--- src/rtl/dlfloat_mac_seq.sv ---
// Loads DLFloat16 operands A,B[,C] from the host, issues them to a MAC with valid/ready, serializes the result hi then lo byte.
// Result bytes start 1 cycle after res_valid; host is stalled (in_ready=0) from issue until OUT_LO; a missing result aborts after TIMEOUT cycles.
module dlfloat_mac_seq #(
  parameter int TIMEOUT = 15,
  parameter int W       = 16
) (
  input  logic         clk,
  input  logic         rst_n,
  input  logic         in_valid,
  input  logic [W-1:0] in_data,
  output logic         in_ready,
  input  logic         use_c,
  output logic [W-1:0] op_a,
  output logic [W-1:0] op_b,
  output logic [W-1:0] op_c,
  output logic         op_valid,
  input  logic         op_ready,
  input  logic         res_valid,
  input  logic [W-1:0] res_data,
  output logic [7:0]   out_byte,
  output logic         out_valid,
  output logic         out_hi,
  output logic         err
);

  localparam int CW = $clog2(TIMEOUT + 1);

  typedef enum logic [2:0] {
    LD_A, LD_B, LD_C, ISSUE, WAIT_RES, OUT_HI, OUT_LO
  } state_t;

  state_t         state_q, state_d;
  logic [W-1:0]   op_a_q, op_a_d;
  logic [W-1:0]   op_b_q, op_b_d;
  logic [W-1:0]   op_c_q, op_c_d;
  logic [W-1:0]   result_q, result_d;
  logic [CW-1:0]  cnt_q, cnt_d;
  logic           err_q, err_d;
  logic [7:0]     byte_q, byte_d;
  logic           xfer;

  always_ff @(posedge clk or negedge rst_n) begin
    if (!rst_n) begin
      state_q  <= LD_A;
      op_a_q   <= '0;
      op_b_q   <= '0;
      op_c_q   <= '0;
      result_q <= '0;
      cnt_q    <= '0;
      err_q    <= 1'b0;
      byte_q   <= '0;
    end else begin
      state_q  <= state_d;
      op_a_q   <= op_a_d;
      op_b_q   <= op_b_d;
      op_c_q   <= op_c_d;
      result_q <= result_d;
      cnt_q    <= cnt_d;
      err_q    <= err_d;
      byte_q   <= byte_d;
    end
  end

  assign xfer = in_valid & in_ready;

  always_comb begin
    state_d  = state_q;
    op_a_d   = op_a_q;
    op_b_d   = op_b_q;
    op_c_d   = op_c_q;
    result_d = result_q;
    cnt_d    = cnt_q;
    err_d    = err_q;
    byte_d   = byte_q;
    case (state_q)
      LD_A: begin
        if (xfer) begin
          op_a_d  = in_data;
          state_d = LD_B;
        end
      end
      LD_B: begin
        if (xfer) begin
          op_b_d = in_data;
          if (use_c) begin
            state_d = LD_C;
          end else begin
            op_c_d  = '0;
            state_d = ISSUE;
          end
        end
      end
      LD_C: begin
        if (xfer) begin
          op_c_d  = in_data;
          state_d = ISSUE;
        end
      end
      ISSUE: begin
        if (op_ready) begin
          cnt_d   = '0;
          state_d = WAIT_RES;
        end
      end
      WAIT_RES: begin
        // A result arriving on the last allowed cycle still wins over the timeout.
        if (res_valid) begin
          result_d = res_data;
          byte_d   = res_data[15:8];
          state_d  = OUT_HI;
        end else if (cnt_q == CW'(TIMEOUT - 1)) begin
          cnt_d   = cnt_q + CW'(1);
          err_d   = 1'b1;
          state_d = LD_A;
        end else begin
          cnt_d = cnt_q + CW'(1);
        end
      end
      OUT_HI: begin
        byte_d  = result_q[7:0];
        state_d = OUT_LO;
      end
      OUT_LO: begin
        state_d = LD_A;
      end
      default: begin
        state_d = LD_A;
      end
    endcase
  end

  always_comb begin
    in_ready  = 1'b0;
    op_valid  = 1'b0;
    out_valid = 1'b0;
    out_hi    = 1'b0;
    case (state_q)
      LD_A, LD_B, LD_C: in_ready = 1'b1;
      ISSUE:            op_valid = 1'b1;
      OUT_HI: begin
        out_valid = 1'b1;
        out_hi    = 1'b1;
      end
      OUT_LO:           out_valid = 1'b1;
      default: begin
        in_ready = 1'b0;
      end
    endcase
  end

  assign op_a     = op_a_q;
  assign op_b     = op_b_q;
  assign op_c     = op_c_q;
  assign out_byte = byte_q;
  assign err      = err_q;

endmodule
--- config.mk ---
export PLATFORM = sky130hd
export DESIGN_NAME = dlfloat_mac_seq
export DESIGN_NICKNAME = d
export VERILOG_FILES = /design/src/rtl/dlfloat_mac_seq.sv
export SDC_FILE = /design/constraint.sdc
export NUM_CORES = 1
export LEC_CHECK = 0
export ABC_AREA = 1
export BUFFER_PORTS_ARGS = -buffer_cell sky130_fd_sc_hd__buf_2
export CORE_UTILIZATION = 54
export DETAILED_ROUTE_END_ITERATION = 8
export PLACE_DENSITY = 0.88
export RECOVER_POWER = 50
export SLEW_MARGIN = 20
export SYNTH_ARGS = -nofsm -noshare
export SYNTH_HDL_FRONTEND = slang
export SYNTH_SLANG_ARGS = --single-unit
--- constraint.sdc ---
create_clock -name clk -period 3 [get_ports clk]
set_clock_uncertainty 0.05 [all_clocks]
set_input_delay 0.3 -clock clk [delete_from_list [all_inputs] [get_ports clk]]
set_output_delay 0.3 -clock clk [all_outputs]
set_load 0.1 [all_outputs]
==> impl_metrics.toml <==
[min_path]
hold_path.class = "in -> reg"

[clocking]
cts_buffer_depth = 2
htree_levels = 3
cts_hold_buf = 1
tritoncts = "done"
clk_pin_slew_ps = 70
ctsRootBufferMaster = "clkbuf_8"
clock_insertion_delay_worst_skew_ps = 330
numCtsBuffers = 9
cts_num_sinks = 72
ctsResizeCount = 0
cts_setup_buffers = 0

[logic_synthesis]
syn_avg_cell_area_um2 = 8.76
yosys.cell_types.count = 25
yosysTopAreaCell = "dfrtp_1"
synthMostInstantiatedCell = "nand2_1"
syn_nets = 393
synth_edf_count = 0
synth_cells = 353
yosysWarningCount = 0
synth.top_cell.area_share_pct = 58.3
synthTopCellsByCount = "141 x nand2_1, 72 x dfrtp_1, 40 x o21ai_0, 25 x inv_1, 22 x nand3_1"
synth-seq-area-share_pct = 58.3
ys_seq_elements = 72
synthArstFlopShare_pct = 100
synthTopCellsByArea = "dfrtp_1 58%, nand2_1 17%, o21ai_0 6.5%"
syn-cell-area_um2 = 3090
synth-main-ff-cell = "dfrtp_1"

[grt]
antenna_found_initial = 0
grt_pass1_vias = 2436
grt_pass1_wl_um = 11300
grt_overflow = 0
grt_max_degree = 73
grt_usage_pct = 24.5

[drt]
wl_um = 7040
wl_per_cell_um = 13.4
drc = 0
drt_first_pass_iters = 4
first_iter_violations = 154
ant_nets = 0
via_per_inst = 5.03
num_vias = 2651

[sta]
slew_viol_final = 73
hold_violations = 0
period_share_pct = 70.5
hold_ws_ps = 110
tightest_slew_ps = 1730
fmax_mhz = 473
setup_viol = 0
setup-tns-final_ps = 0
relSlewSlack_pct = -15.2
layout_min_cycle_time_ps = 2110
rsz0062_at_grt = "false"

[critical_path]
crit_type = "in -> async"
cpMaxStageDelayCell = "clkbuf_2"
worstPathArrival_ps = 2180
start_kind = "input pin"
cp-end-kind = "asynchronous set/reset pin"
cpPeakStageDelay_ps = 1220
required_ps = 3070
worstPathCellList = "dlygate4sd3_1, buf_2, clkbuf_2"
crit_path_max_fanout = 72

[job]
maxCapViolations = 1

[layout]
drive_gt1_share_pct = 22.0
syn_to_final_growth_pct = 21.7
final_nets = 490
nFillCells = 458
antenna_cells = 0

[floorplanning]
die_w_um = 77.7
design.portCount = 99
coreArea_um2 = 5510
die_height_um = 77.7
row_count = 27
start_util_pct = 56.1
die_area_um2 = 6030

[status]
violations = "max-capacitance violations, max-slew violations"
status = "complete, but fails checks"

[placed_design]
port_buffers = 98
routabilityCongestion = 0.852
dp_hpwl_um = 4810
-- critical path: cells and delay by family --
| family | cells | cell delay [ps] |
|---|---|---|
| buf+inv | 3 | 1830 |
-- stage by stage --
step	cell area (µm²)	std cells	util, %	worst slack [ps]
floorplan	3090	353	-	519
global placement	3590	510	65.2	1150
detailed placement	3590	510	65.2	972
CTS	3810	527	69.3	866
global route	3760	527	68.3	548
finish	3760	527	68.3	885
-- layer usage --
| layer | vias up | global-route usage [%] | share of wire (%) | wire length, µm |
|---|---|---|---|---|
| met5 | - | 0 | 0 | 0 |
| met1 | 1232 | 30.5 | 42 | 2940 |
| met3 | 14 | 4.12 | 4.2 | 299 |
| li1 | 1312 | - | - | - |
| met4 | 0 | 10.2 | 2.2 | 155 |
| met2 | 93 | 42.0 | 52 | 3650 |
-- flip-flops by register name, indices dropped and copies added (netlist names) --
name	count
cnt_q	4
err	1
op_a	16
op_b	16
op_c	16
out_byte	8
result_q	8
state_q	3
-- cell type report --
| class | instances | area [µm²] | area share, % |
|---|---|---|---|
| clock inverters | 5 | 62.6 | 1.66 |
| well taps | 72 | 90.1 | 2.40 |
| multi-input cells | 238 | 1070 | 28.5 |
| inverters | 29 | 114 | 3.03 |
| repair buffers | 100 | 469 | 12.5 |
| clock buffers | 11 | 151 | 4.03 |
| flip-flops and latches | 72 | 1800 | 47.9 |
-- kinds of logic (layout without fill, tap and decap cells) --
kind of cell | Yosys count | in the layout | synth area share (%)
AOI/OAI and AO/OA | 52 | 52 | 8.50
adders and majority gates | 2 | 2 | 0.809
buffers and inverters | 43 | 145 | 6.96
DFF | 72 | 72 | 58.3
and+or+nand+nor | 184 | 184 | 25.5
-- cell usage in the layout, fill, tap and decap left out, drive strengths merged --
cell type | netlist | final
a21oi | 2 | 2
clkinvlp | 0 | 2
nand2 | 143 | 143
nand3b | 1 | 1
o31ai | 1 | 1
clkbuf | 1 | 41
ha | 2 | 2
dfrtp | 72 | 72
o21ai | 49 | 49
dlygate4sd3 | 0 | 1
clkinv | 0 | 1
inv | 29 | 30
buf | 13 | 69
nand4 | 3 | 3
nor2 | 13 | 13
nand3 | 23 | 23
bufinv | 0 | 1
or2 | 1 | 1
-- final timing paths --
check | start | end | slack, ps | cells past startpoint
worst max register to register | state_q[0] | op_a[9] | 920 | 3
worst min register to register | err | err | 420 | 2
min in group asynchronous | rst_n | cnt_q[1] | 980 | 3
max in group clk | state_q[2] | out_hi | 890 | 3
worst max-delay path | rst_n | op_b[3] | 890 | 3
worst min-delay path | res_data[7] | result_q[7] | 110 | 3
Power is not shown: default switching activity piles up to over one toggle a cycle in this logic, so the estimate is an artifact.
